==> src/rtl/stopwatch_pkg.sv <==
// Shared types and default parameters for the stopwatch control stage.
package stopwatch_pkg;

  typedef enum logic [1:0] {
    S_IDLE  = 2'd0,
    S_RUN   = 2'd1,
    S_PAUSE = 2'd2
  } state_t;

  localparam int DEB_CYCLES_DEF = 16;
  localparam int DIV_DEF        = 10;

endpackage

==> src/rtl/debounce_edge.sv <==
// Button conditioner: 2-flop synchronizer, stability counter, debounced
// level and a one-cycle pulse on each qualified press (0->1 only).
module debounce_edge #(
  parameter int DEB_CYCLES = 16
) (
  input  logic i_clk,
  input  logic i_reset,
  input  logic i_btn,
  output logic o_press
);

  localparam int CW = $clog2(DEB_CYCLES + 1);
  localparam logic [CW-1:0] CNT_LAST = CW'(DEB_CYCLES - 1);

  logic [1:0]    sync_q, sync_d;
  logic [CW-1:0] cnt_q, cnt_d;
  logic          level_q, level_d;
  logic          press_q, press_d;

  // Count consecutive cycles where the synchronized input disagrees with the
  // debounced level; flip the level once it has disagreed long enough.
  always_comb begin
    sync_d  = {sync_q[0], i_btn};
    cnt_d   = '0;
    level_d = level_q;
    press_d = 1'b0;
    if (sync_q[1] != level_q) begin
      if (cnt_q == CNT_LAST) begin
        level_d = sync_q[1];
        press_d = sync_q[1];
      end else begin
        cnt_d = cnt_q + 1'b1;
      end
    end
  end

  // State registers; reset discards any in-flight qualification.
  always_ff @(posedge i_clk) begin
    if (i_reset) begin
      sync_q  <= '0;
      cnt_q   <= '0;
      level_q <= 1'b0;
      press_q <= 1'b0;
    end else begin
      sync_q  <= sync_d;
      cnt_q   <= cnt_d;
      level_q <= level_d;
      press_q <= press_d;
    end
  end

  assign o_press = press_q;

endmodule

==> src/rtl/stopwatch_ctrl.sv <==
// Stopwatch control: debounced start/stop and clear buttons drive an
// IDLE/RUN/PAUSE machine that gates a prescaled count-enable pulse and
// issues a one-cycle clear pulse to the downstream counter chain.
module stopwatch_ctrl
  import stopwatch_pkg::*;
#(
  parameter int DEB_CYCLES = DEB_CYCLES_DEF,
  parameter int DIV        = DIV_DEF
) (
  input  logic i_clk,
  input  logic i_reset,
  input  logic i_btn_start_stop,
  input  logic i_btn_clear,
  output logic o_en,
  output logic o_clear,
  output logic o_running
);

  localparam int PW = (DIV > 1) ? $clog2(DIV) : 1;
  localparam logic [PW-1:0] PRE_LAST = PW'(DIV - 1);

  logic press_ss;
  logic press_cl;

  debounce_edge #(.DEB_CYCLES(DEB_CYCLES)) u_deb_start_stop (
    .i_clk   (i_clk),
    .i_reset (i_reset),
    .i_btn   (i_btn_start_stop),
    .o_press (press_ss)
  );

  debounce_edge #(.DEB_CYCLES(DEB_CYCLES)) u_deb_clear (
    .i_clk   (i_clk),
    .i_reset (i_reset),
    .i_btn   (i_btn_clear),
    .o_press (press_cl)
  );

  state_t        state_q, state_d;
  logic [PW-1:0] pre_q, pre_d;
  logic          en_q, en_d;
  logic          clear_q, clear_d;
  logic          running_q, running_d;

  // Next state, prescaler and output decode; clear always beats start/stop.
  always_comb begin
    state_d = state_q;
    clear_d = 1'b0;
    if (press_cl) begin
      state_d = S_IDLE;
      clear_d = 1'b1;
    end else if (press_ss) begin
      case (state_q)
        S_IDLE:  state_d = S_RUN;
        S_RUN:   state_d = S_PAUSE;
        S_PAUSE: state_d = S_RUN;
        default: state_d = S_IDLE;
      endcase
    end

    // Prescaler only advances across edges spent entirely in RUN, so the
    // pulse phase survives a pause and restarts from zero out of IDLE.
    pre_d = pre_q;
    if (state_d == S_IDLE) begin
      pre_d = '0;
    end else if ((state_q == S_RUN) && (state_d == S_RUN)) begin
      pre_d = (pre_q == PRE_LAST) ? '0 : pre_q + 1'b1;
    end

    running_d = (state_d == S_RUN);
    en_d      = running_d && (pre_d == PRE_LAST);
  end

  // FSM, prescaler and registered outputs.
  always_ff @(posedge i_clk) begin
    if (i_reset) begin
      state_q   <= S_IDLE;
      pre_q     <= '0;
      en_q      <= 1'b0;
      clear_q   <= 1'b0;
      running_q <= 1'b0;
    end else begin
      state_q   <= state_d;
      pre_q     <= pre_d;
      en_q      <= en_d;
      clear_q   <= clear_d;
      running_q <= running_d;
    end
  end

  assign o_en      = en_q;
  assign o_clear   = clear_q;
  assign o_running = running_q;

endmodule

==> config.mk <==
export PLATFORM = sky130hd
export DESIGN_NAME = stopwatch_ctrl
export DESIGN_NICKNAME = d
export VERILOG_FILES = /design/src/rtl/stopwatch_pkg.sv /design/src/rtl/debounce_edge.sv /design/src/rtl/stopwatch_ctrl.sv
export SDC_FILE = /design/constraint.sdc
export NUM_CORES = 1
export LEC_CHECK = 0
export CAP_MARGIN = 0
export CORE_AREA = 2 2 47 49
export CTS_CLUSTER_SIZE = 12
export DETAILED_ROUTE_END_ITERATION = 7
export DIE_AREA = 0 0 49 51
export PLACE_DENSITY = 0.74
export SETUP_SLACK_MARGIN = 0.3
export SYNTH_ARGS = -nofsm -noshare
export SYNTH_HDL_FRONTEND = slang
export SYNTH_HIERARCHICAL = 1
export SYNTH_SLANG_ARGS = --single-unit
export TNS_END_PERCENT = 1
==> constraint.sdc <==
create_clock -name i_clk -period 5.2 [get_ports i_clk]
set_clock_uncertainty 0.1 [all_clocks]
set_input_delay 1.56 -clock i_clk [delete_from_list [all_inputs] [get_ports i_clk]]
set_output_delay 1.56 -clock i_clk [all_outputs]
set_load 0.05 [all_outputs]
[After elaboration in Yosys (flattened, before gate mapping)]
Cells that the tools add are included.
Widths: inputs -> output; s select.
Cells by class
  $add $sub $neg: 3
  eq/ne operators: 9
  mux-type cells: 7
  bitwise logic cells: 4
  reductions and logical operators: 11
Operator list (count)
  $mux 4: 3
  $reduce_or 3->1: 4
  $add 5x1->5 const B: 2
  $eq 5x4->1 const B: 2
  $eq 4x4->1 const B: 2
  $add 4x1->4 const B: 1
  $eq 2x1->1 const B: 2
  $logic_not 2->1: 2
  $mux 2: 2
  $not 1->1: 4
  $pmux 2 s2: 1
  $reduce_and 2->1: 2
  $eq 2x2->1 const B: 1
  $logic_and 1x1->1: 2
  $ne 1x1->1: 2
  $reduce_or 2->1: 1
  $mux 1: 1
Storage, ports and cells
  flip-flop bits (word level): 27
  output and inout port bits: 3
  logic and storage cells: 47

[Longest topological paths before layout]
  depth after elaboration: 11
  gate-level depth with buffers: 5
  gate-level depth less buffers: 5

[Cells and area by module]
The synthesis kept the hierarchy.
Modules (own cells, without submodules)
  debounce_edge: times used 2, cells each 29, area each 319.1 um^2
  stopwatch_ctrl: times used 1, cells each 49, area each 439.2 um^2

[Worst setup path before layout]
Ideal clock, no wire load.
  kind: input to register
  from: input i_reset
  to: register pre_q[1]
  setup time: 0.074 ns
  data arrival time: 2.587 ns
  required time: 5.026 ns
  path slack: 2.439 ns
  stages: 4
  path buffers: 1
  path through: or2_2 > clkbuf_1 > or3b_2 > o21ai_0
RTL lines
  start, declared: RTL line stopwatch_ctrl.sv:11  | input logic i_reset,
  end signal, assigned: RTL line stopwatch_ctrl.sv:84  | pre_q <= pre_d;
  end, declared: RTL line stopwatch_ctrl.sv:40  | logic [PW-1:0] pre_q, pre_d;

[Worst setup path in the final report]
  from: register clear_q (netlist: o_clear)
  to: output o_clear
RTL lines
  start, declared: RTL line stopwatch_ctrl.sv:42  | logic clear_q, clear_d;
  start signal, assigned: RTL line stopwatch_ctrl.sv:86  | clear_q <= clear_d;
  end, declared: RTL line stopwatch_ctrl.sv:15  | output logic o_clear,
No word-level cell between the ends.

==> metrics.md <==
| Metric | Value |
|---|---|
| Run status | `complete, no violations` |
| WL final | `1.47 mm` |
| Final Cycle Share | `59.9%` |
| Area share of the largest cell type after synthesis | `50.2%` |
| Area of the multi-input gates | `510 µm²` |
| Mapped Cells | `107` |
| Crit-path slowest cell | `clkdlybuf4s50_1` |
| Distinct cells, synth | `34` |
| Clock buffer depth | `2` |
| # Post-CTS Setup Buffers | `0` |
| Fmax | `321 MHz` |
| WP data required | `3540 ps` |
| Pin count of the biggest net entering global routing | `15` |
| Worst Max-Slew Pin Slew | `499 ps` |
| IR drop worst, VDD | `0.176 mV` |
| Worst Setup Path Type | `reg2out` |
| R2R Setup Slk | `3400 ps` |
| Die ar. | `2500 µm²` |
| Number of diodes | `0` |
| CP bufs+invs | `1` |
| Worst Reg2Reg Path Length in Cells | `3` |
| Worst hold path type | `reg2reg` |
| Synth warnings | `6` |
| Initial DRT Pass Iterations | `4` |
| Synth top cells by count | `dfxtp_1, nor2_1, nor2b_1` |
| Internal | `243 µW` |
| Via count | `717` |
| DRC | `0` |
| Routability cong. | `0.813` |
| Maxcap violations | `0` |
| CP startpoint kind | `flip-flop` |
| Core area | `2060 µm²` |
| Slowest stage delay, CP | `790 ps` |
| Number of synthesized flops with an enable pin | `0` |
| First DRT Iteration DRCs | `6` |
| Asr flop ratio synth | `0%` |
| Die W | `49 µm` |
| Die H | `51 µm` |
| Finish-stage setup viols | `0` |
| Syn avg cell area | `10.1 µm²` |
| Netlist Area Pre-Place | `1080 µm²` |
| Cell Pwr Density | `256 nW/µm²` |
| Share of layout cells above drive strength 1 | `12.2%` |
| Post-cts sizing count | `0` |
| Ports | `7` |
| TritonCTS clock tree | `yes` |
| Top cells by area, synth | `dfxtp_1, nor2_1, ha_1` |
| WHS Path Cells | `1` |
| Setup TNS | `0 ps` |
| Crit-path leading delay family | `buffers and inverters` |
| Slew HR | `66.7%` |
| H-tree lvl count | `1` |
| CTS Hold Buffers Added | `0` |
| Clock Power Share | `28.8%` |
| Hold Slack | `355 ps` |
| Filler cell count | `188` |
| Later-pin clock latency in the skew report | `330 ps` |
| Clk slew on worst S/H paths | `130 ps` |
| Routed wire per std cell | `10.3 µm` |
| Antenna Nets Post-Route | `0` |
| CP Max Fanout | `1` |
| IO Port Bufs | `6` |
| Unrepaired setup endpoints after global routing | `no` |
| Sw Ratio | `20.4%` |
| Row count | `17` |
| All-Layer GR Usage | `13.2%` |
| Final hold violations | `0` |
| Synthesis-to-finish area growth | `10.6%` |
| Vias in the first global route | `633` |
| Comb pwr share | `2.5%` |
| Register bit total from synthesis | `27` |
| Gr ovfl total | `0` |
| P_leak | `0.000407 µW` |
| CTS root buf | `clkbuf_4` |
| Initial core utilization | `52.2%` |
| Worst path cell trace | `clkdlybuf4s50_1` |
| WP depth | `1` |
| Clock sink count | `27` |
| Syn_nets | `115` |
| Final min period | `3110 ps` |
| Synth Flop Type | `dfxtp_1` |
| NetSw | `62.2 µW` |
| Sequential share of the synthesized area | `50.2%` |
| Count leader, synth | `dfxtp_1` |
| Slew Viols, Final | `0` |
| CP Data Arrival Time | `1450 ps` |
| Hpwl dp | `1.10 mm` |
| Vias/cell | `5.01` |
| First-pass GRT wire length | `2.50 mm` |
| CTS buffer count | `3` |
| NumNets Final | `124` |
| Critical path endpoint category | `output port` |
| Register area | `541 µm²` |
| Reg power frac | `68.7%` |
| Initial antenna violation count | `0` |
| Synth area leader | `dfxtp_1` |
-- logic make-up (layout without fill, tap and decap cells) --
group	after synthesis	count (layout)	synth area share, %
AND/OR/NAND/NOR	47	47	27.2
flip-flops	27	27	50.2
AO/OA/AOI/OAI	13	13	7.78
buffers and inverters	7	15	2.44
XOR/XNOR	6	6	4.88
adder cells (fa/ha/maj)	4	4	4.65
multiplexers	3	3	2.90
-- cell usage in the layout, fill, tap and decap left out, drive strengths merged, types with 3 or more instances in the layout --
master and instances:
nand3 3, dfxtp 27, o21ai 3, ha 4
clkbuf 4, a21oi 4, nor2 15, xnor2 4
clkdlybuf4s50 6, or3 3, nor2b 7, inv 5
-- registers in the layout, indices dropped and copies added, names as in the netlist --
register                  cells
u_deb_clear/cnt_q             5
u_deb_start_stop/cnt_q        5
pre_q                         4
state_q                       2
u_deb_clear/sync_q            2
u_deb_start_stop/sync_q       2
o_clear                       1
o_en                          1
o_running                     1
u_deb_clear/level_q           1
u_deb_clear/o_press           1
u_deb_start_stop/level_q      1
u_deb_start_stop/o_press      1
-- per-layer routing --
layer,part of all wire (%),vias up,GRT usage [%]
met5,0,-,0
met1,49,319,16.0
met4,3.5,0,11.4
met2,44,11,20.8
li1,-,382,-
met3,3.3,5,1.75
-- final cells by class --
class,instances,share of cell area [%]
flip-flops and latches,27,45.4
repair buffers,6,5.04
multi-input cells,73,42.9
clock buffers,4,2.21
well taps,28,2.94
inverters,5,1.58
-- metrics by stage --
step	area, µm²	total power [µW]	setup WS (ps)	cells	utilization, %
after floorplan	1080	218	2440	107	-
after global routing	1190	318	2010	143	57.7
after CTS	1190	309	2070	143	57.7
after detailed placement	1160	222	1740	139	56.5
after global placement	1160	222	1790	139	56.5
final	1190	305	2090	143	57.7
-- worst paths after layout --
path / start / endpoint
setup / recovery: o_clear$_SDFF_PP0_ / o_clear
hold / removal: u_deb_clear/cnt_q[0]$_SDFF_PP0_ / u_deb_clear/cnt_q[0]$_SDFF_PP0_
setup reg to reg: state_q[0]$_SDFF_PP0_ / o_en$_SDFF_PP0_
hold reg to reg: u_deb_clear/cnt_q[0]$_SDFF_PP0_ / u_deb_clear/cnt_q[0]$_SDFF_PP0_
-- power groups by stage --
stage	sequential [µW]	clock [µW]	combinational (µW)
2_1_floorplan	214	0	4.17
3_3_place_gp	214	0	7.62
3_5_place_dp	214	0	7.89
4_1_cts	210	91.1	7.92
5_1_grt	210	99.4	8.77
6_report	210	87.9	7.78
No activity file was read; power rests on OpenSTA's default activity.
